### src/rtl/delay_line_scheduler.sv
// rtl/delay_line_scheduler.sv - slot timing, recirculation and single-word access for an acoustic delay line tank
//
// Purpose: divides clk into bit slots, tracks the word/bit slot leaving the tank,
// recirculates line_in to line_out (spacing slot forced to 0), and serialises one
// read or write request at a time into the matching word slot.
//
// Ports:
//   clk, rst            system clock, synchronous active-high reset
//   line_in             demodulated bit leaving the tank (sampled on bit_tick)
//   line_out            registered bit driven into the modulator
//   bit_tick            one-cycle strobe marking the slot update edge
//   slot_word/slot_bit  slot currently emerging from the tank
//   req_*               request handshake (write flag, word address, write data)
//   rsp_valid/rsp_rdata completion pulse with the word contents before the access

module delay_line_scheduler #(
    parameter int CLKS_PER_BIT = 190,
    parameter int WORDS        = 16
) (
    input  logic                     clk,
    input  logic                     rst,
    input  logic                     line_in,
    output logic                     line_out,
    output logic                     bit_tick,
    output logic [$clog2(WORDS)-1:0] slot_word,
    output logic [5:0]               slot_bit,
    input  logic                     req_valid,
    output logic                     req_ready,
    input  logic                     req_write,
    input  logic [$clog2(WORDS)-1:0] req_addr,
    input  logic [34:0]              req_wdata,
    output logic                     rsp_valid,
    output logic [34:0]              rsp_rdata
);

    localparam int AW        = $clog2(WORDS);
    localparam int DIV_W     = $clog2(CLKS_PER_BIT);
    localparam int WORD_BITS = 35;

    localparam logic [5:0] SPACE_BIT = 6'd35;
    localparam logic [5:0] LAST_BIT  = 6'd34;

    typedef enum logic [1:0] {
        S_IDLE,
        S_WAIT,
        S_ACTIVE,
        S_RESP
    } state_t;

    state_t                 state;
    logic [DIV_W-1:0]       div;
    logic                   cap_write;
    logic [AW-1:0]          prev_word;
    logic [WORD_BITS-1:0]   cap_wdata;
    logic [WORD_BITS-1:0]   shreg;

    assign bit_tick = (div == DIV_W'(CLKS_PER_BIT - 1));

    // Bit slot divider and slot position.
    always_ff @(posedge clk) begin
        if (rst) begin
            div       <= '0;
            slot_bit  <= '0;
            slot_word <= '0;
        end else if (bit_tick) begin
            div <= '0;
            if (slot_bit == SPACE_BIT) begin
                slot_bit  <= '0;
                slot_word <= slot_word + AW'(1);
            end else begin
                slot_bit <= slot_bit + 6'd1;
            end
        end else begin
            div <= div + DIV_W'(1);
        end
    end

    // Access sequencer and modulator drive.
    always_ff @(posedge clk) begin
        if (rst) begin
            state     <= S_IDLE;
            req_ready <= 1'b0;
            rsp_valid <= 1'b0;
            rsp_rdata <= '0;
            line_out  <= 1'b0;
            cap_write <= 1'b0;
            prev_word <= '0;
            cap_wdata <= '0;
            shreg     <= '0;
        end else begin
            rsp_valid <= 1'b0;

            // Write data is pre-shifted so its MSB always lines up with the
            // next active slot; ACTIVE only ever sees slot bits 0..34.
            if (bit_tick) begin
                if (slot_bit == SPACE_BIT) begin
                    line_out <= 1'b0;
                end else if (state == S_ACTIVE && cap_write) begin
                    line_out <= cap_wdata[WORD_BITS-1];
                end else begin
                    line_out <= line_in;
                end
            end

            case (state)
                S_IDLE: begin
                    req_ready <= 1'b1;
                    if (req_valid && req_ready) begin
                        cap_write <= req_write;
                        cap_wdata <= req_wdata;
                        // The spacing slot of the preceding word is the entry point.
                        prev_word <= req_addr - AW'(1);
                        req_ready <= 1'b0;
                        state     <= S_WAIT;
                    end
                end
                S_WAIT: begin
                    if (bit_tick && slot_bit == SPACE_BIT && slot_word == prev_word) begin
                        state <= S_ACTIVE;
                    end
                end
                S_ACTIVE: begin
                    if (bit_tick) begin
                        shreg     <= {shreg[WORD_BITS-2:0], line_in};
                        cap_wdata <= {cap_wdata[WORD_BITS-2:0], 1'b0};
                        if (slot_bit == LAST_BIT) begin
                            rsp_valid <= 1'b1;
                            rsp_rdata <= {shreg[WORD_BITS-2:0], line_in};
                            state     <= S_RESP;
                        end
                    end
                end
                S_RESP: begin
                    req_ready <= 1'b1;
                    state     <= S_IDLE;
                end
                default: begin
                    state <= S_IDLE;
                end
            endcase
        end
    end

endmodule

### config.mk
export PLATFORM = sky130hd
export DESIGN_NAME = delay_line_scheduler
export DESIGN_NICKNAME = d
export VERILOG_FILES = /design/src/rtl/delay_line_scheduler.sv
export SDC_FILE = /design/constraint.sdc
export NUM_CORES = 1
export LEC_CHECK = 0
export ABC_AREA = 1
export CAP_MARGIN = 20
export CORE_MARGIN = 2
export CORE_UTILIZATION = 48
export DETAILED_ROUTE_END_ITERATION = 6
export HOLD_SLACK_MARGIN = 0.15
export PLACE_DENSITY = 0.73
export SETUP_SLACK_MARGIN = 0.15
export SLEW_MARGIN = 20
export SYNTH_ARGS = -nofsm -noshare
export SYNTH_HDL_FRONTEND = slang
export SYNTH_SLANG_ARGS = --single-unit
### constraint.sdc
create_clock -name clk -period 2.15 [get_ports clk]
set_input_delay 0.43 -clock clk [delete_from_list [all_inputs] [get_ports clk]]
set_output_delay 0.43 -clock clk [all_outputs]
set_load 0.02 [all_outputs]
# After elaboration in Yosys (flattened, before gate mapping)
# Index checks and enable logic that the tools add are counted.
# totals
output_inout_bits,49
regBits,132
elab_cells,58
inputBits,44
# classes
n_bitwise,2
n_mux,14
add_sub_neg,4
eq_ne,11
n_reduce_logical,15
# ops
operator,n
$mux W35,2
$pmux W35 S2,1
$eq A6 B6 Y1 const B,2
$add A8 B1 Y8 const B,1
$eq A8 B8 Y1 const B,1
$mux W2,4
$pmux W2 S4,1
$add A6 B1 Y6 const B,1
$mux W6,1
$ne A2 B2 Y1 const B,3
$reduce_and A2 Y1,3
$reduce_and A3 Y1,2
$add A4 B1 Y4 const B,1
$eq A2 B2 Y1 const B,2
$eq A4 B4 Y1,1
$logic_and A1 B1 Y1,4
$mux W1,4
$reduce_and A4 Y1,1
$reduce_bool A2 Y1,2
$sub A4 B1 Y4 const B,1
$reduce_or A3 Y1,1
$eq A2 B1 Y1 const B,1
$logic_not A2 Y1,1
$ne A2 B1 Y1 const B,1
other kinds (3),4

# Logic depth before layout (Yosys ltp)
# Gate-level depths: netlist of the first run.
# depth
ltp_word,5
depth_mapped,12
mapped_depth_nobuf,11

# Worst setup path after synthesis of the first run
# No wires, ideal clock.
# synth_timing
kind,register -> register
start,reg div[0]
end,reg rsp_rdata[16]
n_path_buf,2
arrival_time_ns,1.502
path_stages_with_launch,12
path_slack_ns,0.584
setup_time_ns,0.064
required_ns,2.086
path_cell_list,dfxtp_1 ha_1 inv_1 nor3_2 nand2_4 inv_6 nand3_4 inv_2 buf_6 buf_6 nor2_1 nor2_1
# synth_between
elab_chain_cells,2
# synth_rtl
item,line,source
start: declaration,51,logic [DIV_W-1:0] div;
start signal: assignment,74,div <= div + DIV_W'(1);
$eq A8 B8 Y1,57,assign bit_tick = (div == DIV_W'(CLKS_PER_BIT - 1));
net bit_tick,24,"output logic bit_tick,"
$reduce_and A3 Y1 (no line),--,
end signal: assignment,128,"rsp_rdata <= {shreg[WORD_BITS-2:0], line_in};"
end: declaration,33,output logic [34:0] rsp_rdata
# The timed path passes the listed nets, and every way through them passes these cells.
# A chain may end at the register's enable or synchronous reset.

# Worst setup path in the final report of the first run
# layout_timing
start,reg slot_bit[3]
end,out slot_bit[3]
# layout_lines
item,line,source
start: declaration,26,"output logic [5:0] slot_bit,"
start signal: assignment,71,slot_bit <= slot_bit + 6'd1;
# No word-level cell between the ends.

==> metrics.txt, run 1 <==
status=completed; fmax=517 MHz; Comb pwr share=20.6%; area of the mapped netlist=5430 um^2; Bufs on Longest Clock Path=2; routability cong.=~0.85; # diodes=0; CP startpoint kind=flip-flop; final setup violation count=0; power share of the sequential group=around 40%; I/O Buffers=slightly above 90; critical path, cell by cell=clkdlybuf4s50_1; antenna violations before repair=0; number of vias per cell=5.07; Critical Path AT=1.50 ns; Nets=~880; post-synth top area cell=dfxtp_1; core area=10,900 um^2; die width=110 um; number of global-route vias before repair=4,819; CTS hold repair buffers=0; largest net degree at the start of global routing=69; DRT Wirelength=12.4 mm; unique cell type count in the Yosys netlist=31; cell row count=38; WP buf/inv=1; register area share after synthesis=48.7%; internal power=4.94 mW; register bit total from synthesis=132; largest cells by area after synthesis=dfxtp_1 49%, nand2_1 9.6%, o21ai_0 9.5%, nor2_1 9.0%, a21oi_1 4.9%; post-DP HPWL=8.15 mm; die height=roughly 110 um; first-pass GRT wire length=20.7 mm; clk root buf=clkbuf_16; total CTS buffers=17; Tmin final=~1.9 ns; switching share of power=31.4%; vias=4,964; Clk pwr share=39.4%; detailed-route DRC error count=0; Detailed Route Iter0 Violations=255; LEAKAGE=2.81 nW; Post-Syn Instances=between 700 and 800; initial core utilization=about half; top-count cell post-synth=nand2_1; Synthesized Nets=792; Worst Path Max Fanout=6; DR pass1 iterations=4; required time worst endpoint=1.72 ns; WS Path Type=reg2out; NetSw=2.27 mW; DR WL/cell=12.6 um; RSZ-0062 raised after global routing=no; setup_tns=0 ns; Crit. End Element=output pin; Slew HR=72.9%; Max Cap Violations=0; Synth top area share=between 40% and 50%; CP max-delay cell=clkdlybuf4s50_1; crit-path leading delay family=buffers and inverters; final period utilization=between 80% and 90%; yosys warns=0; antenna viol nets, final=0; Max rail drop VDD=between 0.5 and 0.6 mV; clock-pin slew on the worst setup and hold paths=approximately 0.060 ns; P per Cell Area=1020 nW/um^2; GRT Total Usage=21.4%; post-layout util=64.7%; post-place setup slack=approximately 0.11 ns; Hold/Removal Path Class=reg2reg; layout cell share with drive strength beyond 1=7.74%; die area=12,200 um^2; Async SR Flop Fraction=0%; CP peak stage delay=0.65 ns; htree depth=4; top post-synthesis cells by count=139 x nand2_1, 132 x dfxtp_1, 130 x nor2_1; CTS Sinks=132; ys flop type=dfxtp_1; Tightest Pin Transition=0.407 ns; Avg Inst Size Synth=7.35 um^2; Pins Over Slew Limit=0; GR Overflow Total=0; area delta synth->final=30.4%; CTS tree=done; Clock Latency Late Sink=0.41 ns; Final Hold Fails=0; Final Skew=approximately 0.009 ns; IO Count=93; Post-synth EDFFs=0; Final Worst Setup Slack=0.217 ns; Filler cells=969
==> layout by cell type, fill, tap and decap left out, types with 2 or more instances in the layout <==
cell and n:
nand2_1 139, dfxtp_1 131, nor2_1 130, o21ai_0 103, clkdlybuf4s50_1 91, inv_1 60
a21oi_1 53, nand3_1 27, clkbuf_16 17, buf_4 12, o21ai_1 10, ha_1 9
inv_6 7, nor3_1 6, xor2_1 5, inv_8 5, inv_2 4, xnor2_1 4
nand2_2 3, buf_6 3, nand2_4 2, nand4_1 2, clkinvlp_4 2, buf_12 2
==> sequential cells by signal, indices dropped and copies added (netlist names) <==
register	cells
rsp_valid	1
line_out	1
req_ready	1
slot_bit	6
cap_write	1
state	2
slot_word	4
rsp_rdata	35
div	8
shreg	34
cap_wdata	35
prev_word	4
==> through the flow <==
| step | power [mW] | std cells | cell area [um^2] | hold WS [ns] |
|---|---|---|---|---|
| 5_1_grt | 7.62 | 980 | 7080 | 0.468 |
| 2_1_floorplan | 4.01 | 738 | 5430 | 0.420 |
| 4_1_cts | 7.24 | 977 | 7030 | 0.441 |
| 3_5_place_dp | 4.40 | 945 | 6450 | 0.450 |
| 6_report | 7.21 | 980 | 7080 | 0.441 |
| 3_3_place_gp | 4.34 | 945 | 6450 | 0.433 |
==> metal layers <==
metal,GRT usage [%],up-vias,share of wire (%)
met1,25.2,2274,43
li1,-,2541,-
met3,4.35,24,4.4
met5,0,-,0
met2,37.9,125,50
met4,8.84,0,1.7
==> final cells by class <==
class / count / area [um^2] / area share (%)
sequential: 132 / 2640 / 37.4
inverter: 65 / 249 / 3.52
clock inverter: 15 / 159 / 2.25
multi-input combinational: 503 / 2350 / 33.2
timing repair buffer: 108 / 1070 / 15.2
clock buffer: 17 / 425 / 6.01
tap: 140 / 175 / 2.47
==> kinds of logic after synthesis <==
family	share of synthesized area, %
and+or+nand+nor	23.6
AOI/OAI and AO/OA	15.8
DFF	48.7
buffers and inverters	8.12
adders and majority gates	2.31
xor gates and xnor gates	1.45
==> power groups by stage <==
stage               sequential [mW]  combinational [mW]  clock [mW]
floorplan                      2.90                1.11           0
global placement               2.91                1.42           0
detailed placement             2.93                1.47           0
CTS                            2.88                1.48        2.89
global route                   2.91                1.71        2.99
finish                         2.88                1.49        2.84
==> worst paths after layout <==
check / startpoint / to / slack [ns] / cells past startpoint
worst max-delay path: slot_bit[3] / slot_bit[3] / 0.22 / 1
worst min-delay path: div[0] / div[0] / 0.44 / 1
worst max register to register: div[1] / slot_word[0] / 0.30 / 11
worst min register to register: div[0] / div[0] / 0.44 / 1
==> repair_timing <==
action	CTS	global route
pin swaps	1	2
resized for setup	5	6
endpoints found under the setup margin	1	42
buffers inserted	0	3
Power figures use the tool's default switching activity.
==> inputs of run 2 (changes only) <==
Settings changed: CTS_BUF_LIST set to sky130_fd_sc_hd__clkbuf_2, CTS_CLUSTER_SIZE set to 24, RECOVER_POWER set to 100.
==> run 2 against run 1 <==
Effect of this change: worst setup slack got worse by 0.18 ns; clock power fell by 46%; flip-flop and latch count did not move.
==> metrics.txt, run 2 (same netlist as run 1, synthesis figures left out) <==
layout cell share with drive strength beyond 1=9.43% (+1.7 points); RSZ-0062 raised after global routing=yes; # diodes=0 (unchanged); Nets=889 (+0.91%); Worst Path Max Fanout=4 (-2); reg2reg start=div[1]; Worst Hold Margin=0.324 ns (-0.117 ns); met1 Use GR=24.3% (-0.90 points); routability cong.=0.848 (unchanged); GR Overflow Total=0 (unchanged); Max rail drop VDD=0.515 mV (-3.1%); die height=110 um (unchanged); core area=10,900 um^2 (unchanged); area occupied by multi-input gates=2370 um^2 (+0.80%); die area=12,200 um^2 (unchanged); DRT Wirelength=12.1 mm (-2.3%); total CTS buffers=17 (unchanged); Hold Path Depth=3 (+2); I/O Buffers=92 (unchanged); Final Skew=0.0327 ns (+0.0235 ns); final setup violation count=0 (unchanged); LEAKAGE=2.94 nW (+4.5%); Bufs on Longest Clock Path=2 (unchanged); met2 Track Usage GR=37.9% (unchanged); Slew HR=71.4% (-1.5 points); first-pass GRT wire length=20.3 mm (-2.0%); die width=110 um (unchanged); Max Cap Violations=0 (unchanged); total power=5.89 mW (-18%); largest net degree at the start of global routing=69 (unchanged); post-place setup slack=0.113 ns (unchanged); Hold Crit Start=req_wdata[0]; post-DP HPWL=8.15 mm (unchanged); Tightest Pin Transition=0.428 ns (+0.0218 ns); Detailed Route Iter0 Violations=285 (+12%); Clk pwr share=25.9% (-13 points); number of global-route vias before repair=4,783 (-0.75%); Filler cells=1,022 (+5.5%); detailed-route DRC error count=0 (unchanged); initial core utilization=49.6% (unchanged); met3 usage=5.35% (+1.0 points); clk root buf=clkbuf_2; antenna violations before repair=0 (unchanged); fmax=474 MHz (-8.4%); status=completed; Tmin final=2.11 ns (+0.178 ns); power share of the sequential group=48.9% (+8.9 points); DR WL/cell=12.2 um (-3.1%); GR peak layer=met2; antenna viol nets, final=0 (unchanged); Final Hold Fails=0 (unchanged); Final Worst Setup Slack=0.0391 ns (-0.178 ns); most frequent cells in the layout=139 x nand2_1, 130 x nor2_1, 126 x dfxtp_1; WS Path Type=reg2out; DR pass1 iterations=4 (unchanged); Pins Over Slew Limit=0 (unchanged); Comb pwr share=25.3% (+4.7 points); CTS tree=done; required time worst endpoint=1.72 ns (about the same); Regs by FF count=cap_wdata (35), rsp_rdata (35), shreg (34); CTS Sinks=132 (unchanged); Hold/Removal Path Class=in2reg; cell row count=38 (unchanged); Critical R2R Capture=rsp_rdata[28]; NetSw=2.12 mW (-6.5%); clock-pin slew on the worst setup and hold paths=0.22 ns (+0.16 ns); internal power=3.77 mW (-24%); Crit. End Element=output pin; commonest non-fill, non-tap cell in the layout=nand2_1; vias=4,915 (-0.99%); switching share of power=36.0% (+4.5 points); final period utilization=98.2% (+8.3 points); r2r setup slk=0.33 ns (+0.03 ns); Clock Latency Late Sink=0.69 ns (+0.28 ns); IO Count=93 (unchanged); CP startpoint kind=flip-flop; CTS hold repair buffers=0 (unchanged); WHS Endpoint=cap_wdata[0]; P per Cell Area=871 nW/um^2 (-14%); htree depth=4 (unchanged); Worst Reg-to-Reg Cells=13 (+2); Seq. cell area=2650 um^2 (+0.24%); GRT Total Usage=21.0% (-0.42 points); Critical Path AT=1.68 ns (+0.18 ns); area delta synth->final=24.6%; number of vias per cell=4.97 (-1.8%)
run 2: changes by cell type in the layout (fill, tap and decap cells not counted), sizes merged:
cell,change
buf,+7
clkbuf,+1
clkdlybuf4s15,+1
clkdlybuf4s50,-48
clkinv,+1
dlygate4sd2,+47
inv,-1
run 2: how the worst max path moves through the flow:
stage,startpoint,endpoint
floorplan,div[0],rsp_rdata[16]
global placement,div[0],bit_tick
detailed placement,div[0],bit_tick
CTS,div[1],bit_tick
global route,div[1],bit_tick
finish,div[1],bit_tick
run 2: layout make-up:
cell class | instances | share of cell area, %
multi-input cells | 503 | 35.1
repair buffers | 116 | 15.9
well taps | 140 | 2.59
clock inverters | 15 | 2.35
clock buffers | 17 | 1.26
inverters | 65 | 3.68
flip-flops and latches | 132 | 39.2
run 2: metal layers:
metal / up-vias / part of all wire (%)
li1: 2552 / -
met1: 2242 / 44
met2: 108 / 50
met3: 13 / 4.6
met4: 0 / 0.95
met5: - / 0
run 2: metrics by stage:
| step | std cells | TNS, ns | util (%) | area [um^2] |
|---|---|---|---|---|
| 2_1_floorplan | 738 | 0 | - | 5430 |
| 3_3_place_gp | 945 | 0 | 59.0 | 6450 |
| 3_5_place_dp | 945 | 0 | 59.0 | 6450 |
| 4_1_cts | 979 | -0.0861 | 60.9 | 6660 |
| 5_1_grt | 988 | -0.0663 | 61.8 | 6760 |
| 6_report | 988 | 0 | 61.8 | 6760 |
run 2: what timing repair did:
action	CTS	global route
resized for setup	58	13
endpoints found under the setup margin	49	43
endpoints found under the hold margin	0	0
setup buffers	2	9
pin swaps	2	2
run 2: critical path: stages, from the launching register on:
cell      delay, ns
dfxtp_2        0.36
inv_2          0.06
ha_4           0.12
inv_2          0.04
nor3_4         0.18
nand2_4        0.08
clkinv_4       0.06
buf_6          0.11
run 2: power by group through the flow:
stage                     logic (mW)  registers [mW]  clock network [mW]
final                           1.49            2.88                1.52
after global routing            1.72            2.92                1.66
after CTS                       1.48            2.88                1.57
after detailed placement        1.47            2.93                   0
after floorplan                 1.11            2.90                   0
after global placement          1.42            2.91                   0
==> inputs of run 3 (changes only) <==
Settings changed: GPL_TIMING_DRIVEN set to 0.
==> run 3 against run 2 <==
Effect of this change: combinational power up 3%; critical path type unchanged; clock power up 18%; largest power group unchanged; global-route usage up 1.3 points; core utilization up 0.62 points; first-iteration DRC count up 18%; via count up 2.9%; final cell count up 2.0%; highest routed layer unchanged; register-to-register slack worse by 0.14 ns.
==> metrics.txt, run 3 (same netlist as run 1, synthesis figures left out) <==
DR pass1 iterations=5 (+1); area delta synth->final=25.8%; antenna violations before repair=0 (unchanged); Tmin final=2.14 ns (+0.0275 ns); r2r setup slk=0.19 ns (-0.14 ns); Tightest Pin Transition=0.518 ns (+0.0891 ns); CTS tree=done; final period utilization=99.5% (+1.3 points); I/O Buffers=92 (unchanged); P per Cell Area=909 nW/um^2 (+4.3%); Worst Path Max Fanout=5 (+1); Max rail drop VDD=0.591 mV (+15%); total CTS buffers=17 (unchanged); IO Count=93 (unchanged); fmax=468 MHz (-1.3%); LEAKAGE=2.94 nW (about the same); Detailed Route Iter0 Violations=336 (+18%); core area=10,900 um^2 (unchanged); GRT Total Usage=22.3% (+1.3 points); Final Skew=0.0177 ns (-0.0149 ns); post-DP HPWL=9.27 mm (+14%); WS Path Type=reg2out; Nets=909 (+2.2%); initial core utilization=49.6% (unchanged); RSZ-0062 raised after global routing=yes; Critical Path AT=1.71 ns (+0.03 ns); post-layout util=62.4% (+0.62 points); most frequent cells in the layout=139 x nand2_1, 130 x nor2_1, 126 x dfxtp_1; clock-pin slew on the worst setup and hold paths=0.20 ns (-0.02 ns); Seq. cell area=2650 um^2 (unchanged); antenna viol nets, final=0 (unchanged); Final Worst Setup Slack=0.0116 ns (-0.0275 ns); status=completed; first-pass GRT wire length=21.0 mm (+3.7%); largest net degree at the start of global routing=17 (-75%); die width=110 um (unchanged); area occupied by multi-input gates=2360 um^2 (-0.42%); Critical R2R Capture=cap_wdata[11]; GR Overflow Total=0 (unchanged); DRT Wirelength=12.9 mm (+6.4%); Bufs on Longest Clock Path=2 (unchanged); layout cell share with drive strength beyond 1=8.87% (-0.56 points); CP startpoint kind=flip-flop; die area=12,200 um^2 (unchanged); Max Cap Violations=0 (unchanged); Filler cells=1,017 (-0.49%); detailed-route DRC error count=0 (unchanged); Hold Crit Start=req_write; Final Hold Fails=0 (unchanged); Pins Over Slew Limit=0 (unchanged); Worst Reg-to-Reg Cells=8 (-5); Hold Path Depth=3 (unchanged); Hold/Removal Path Class=in2reg; routability cong.=0.821 (-3.2%); final setup violation count=0 (unchanged); commonest non-fill, non-tap cell in the layout=nand2_1; Slew HR=65.5% (-5.9 points); vias=5,058 (+2.9%); Clock Latency Late Sink=0.69 ns (about the same); dpl cell area=6520 um^2 (+1.1%); htree depth=4 (unchanged); required time worst endpoint=1.72 ns (about the same); WHS Endpoint=cap_write; CTS Sinks=132 (unchanged); DR WL/cell=12.8 um (+4.3%); reg2reg start=state[0]; final instance area=6830 um^2 (+1.0%); cell row count=38 (unchanged); Worst Hold Margin=0.313 ns (-0.0102 ns); number of global-route vias before repair=4,680 (-2.2%); Crit. End Element=output pin; post-place setup slack=-0.445 ns (-0.559 ns); # diodes=0 (unchanged); die height=110 um (unchanged); Regs by FF count=cap_wdata (35), rsp_rdata (35), shreg (34); number of vias per cell=5.02 (+0.87%); clk root buf=clkbuf_2
## run 3: critical path: stages (launching register included)
cell	delay (ns)
dfxtp_2	0.37
inv_2	0.06
ha_4	0.12
inv_2	0.04
nor3_4	0.19
nand2_4	0.08
clkinv_4	0.07
buf_6	0.11
## run 3: power breakdown
group / internal (mW) / switching (mW) / leakage, nW / total (mW)
sequential: 2.73 / 0.157 / 1.07 / 2.88
combinational: 0.569 / 0.960 / 1.70 / 1.53
clock: 0.868 / 0.922 / 0.165 / 1.79
## run 3: worst max path at each step
stage | slack [ns] | end | cells past startpoint | start
final | 0.01 | bit_tick | 7 | div[1]
after global placement | -0.44 | req_ready | 6 | rst
after detailed placement | -0.45 | cap_wdata[23] | 6 | rst
after global routing | -0.11 | bit_tick | 7 | div[1]
after CTS | -0.07 | bit_tick | 7 | div[1]
after floorplan | 0.58 | rsp_rdata[16] | 11 | div[0]
## run 3: what timing repair did
action,CTS,global route
gates cloned,0,0
pin swaps,2,2
setup endpoints to repair,49,35
setup buffers,3,3
hold buffers,0,0
resized for setup,59,19
## run 3: metal layers
metal / vias up / share of wire (%) / track usage (%)
met4: 0 / 1.7 / 9.11
met2: 99 / 49 / 36.9
li1: 2594 / - / -
met3: 24 / 4.4 / 5.23
met1: 2341 / 45 / 27.9
met5: - / 0 / 0
## run 3: cell type report
class	count	area share (%)
tap	140	2.57
multi-input combinational	503	34.6
clock buffer	17	1.25
inverter	65	3.65
buffer	38	2.84
timing repair buffer	98	13.2
sequential	132	38.8
clock inverter	15	3.12
## run 3: through the flow
step | TNS, ns | std cells | power (mW)
2_1_floorplan | 0 | 738 | 4.01
3_3_place_gp | -18.90 | 970 | 4.36
3_5_place_dp | -18.53 | 970 | 4.45
4_1_cts | -0.0748 | 1005 | 6.22
5_1_grt | -0.113 | 1008 | 6.61
6_report | 0 | 1008 | 6.20
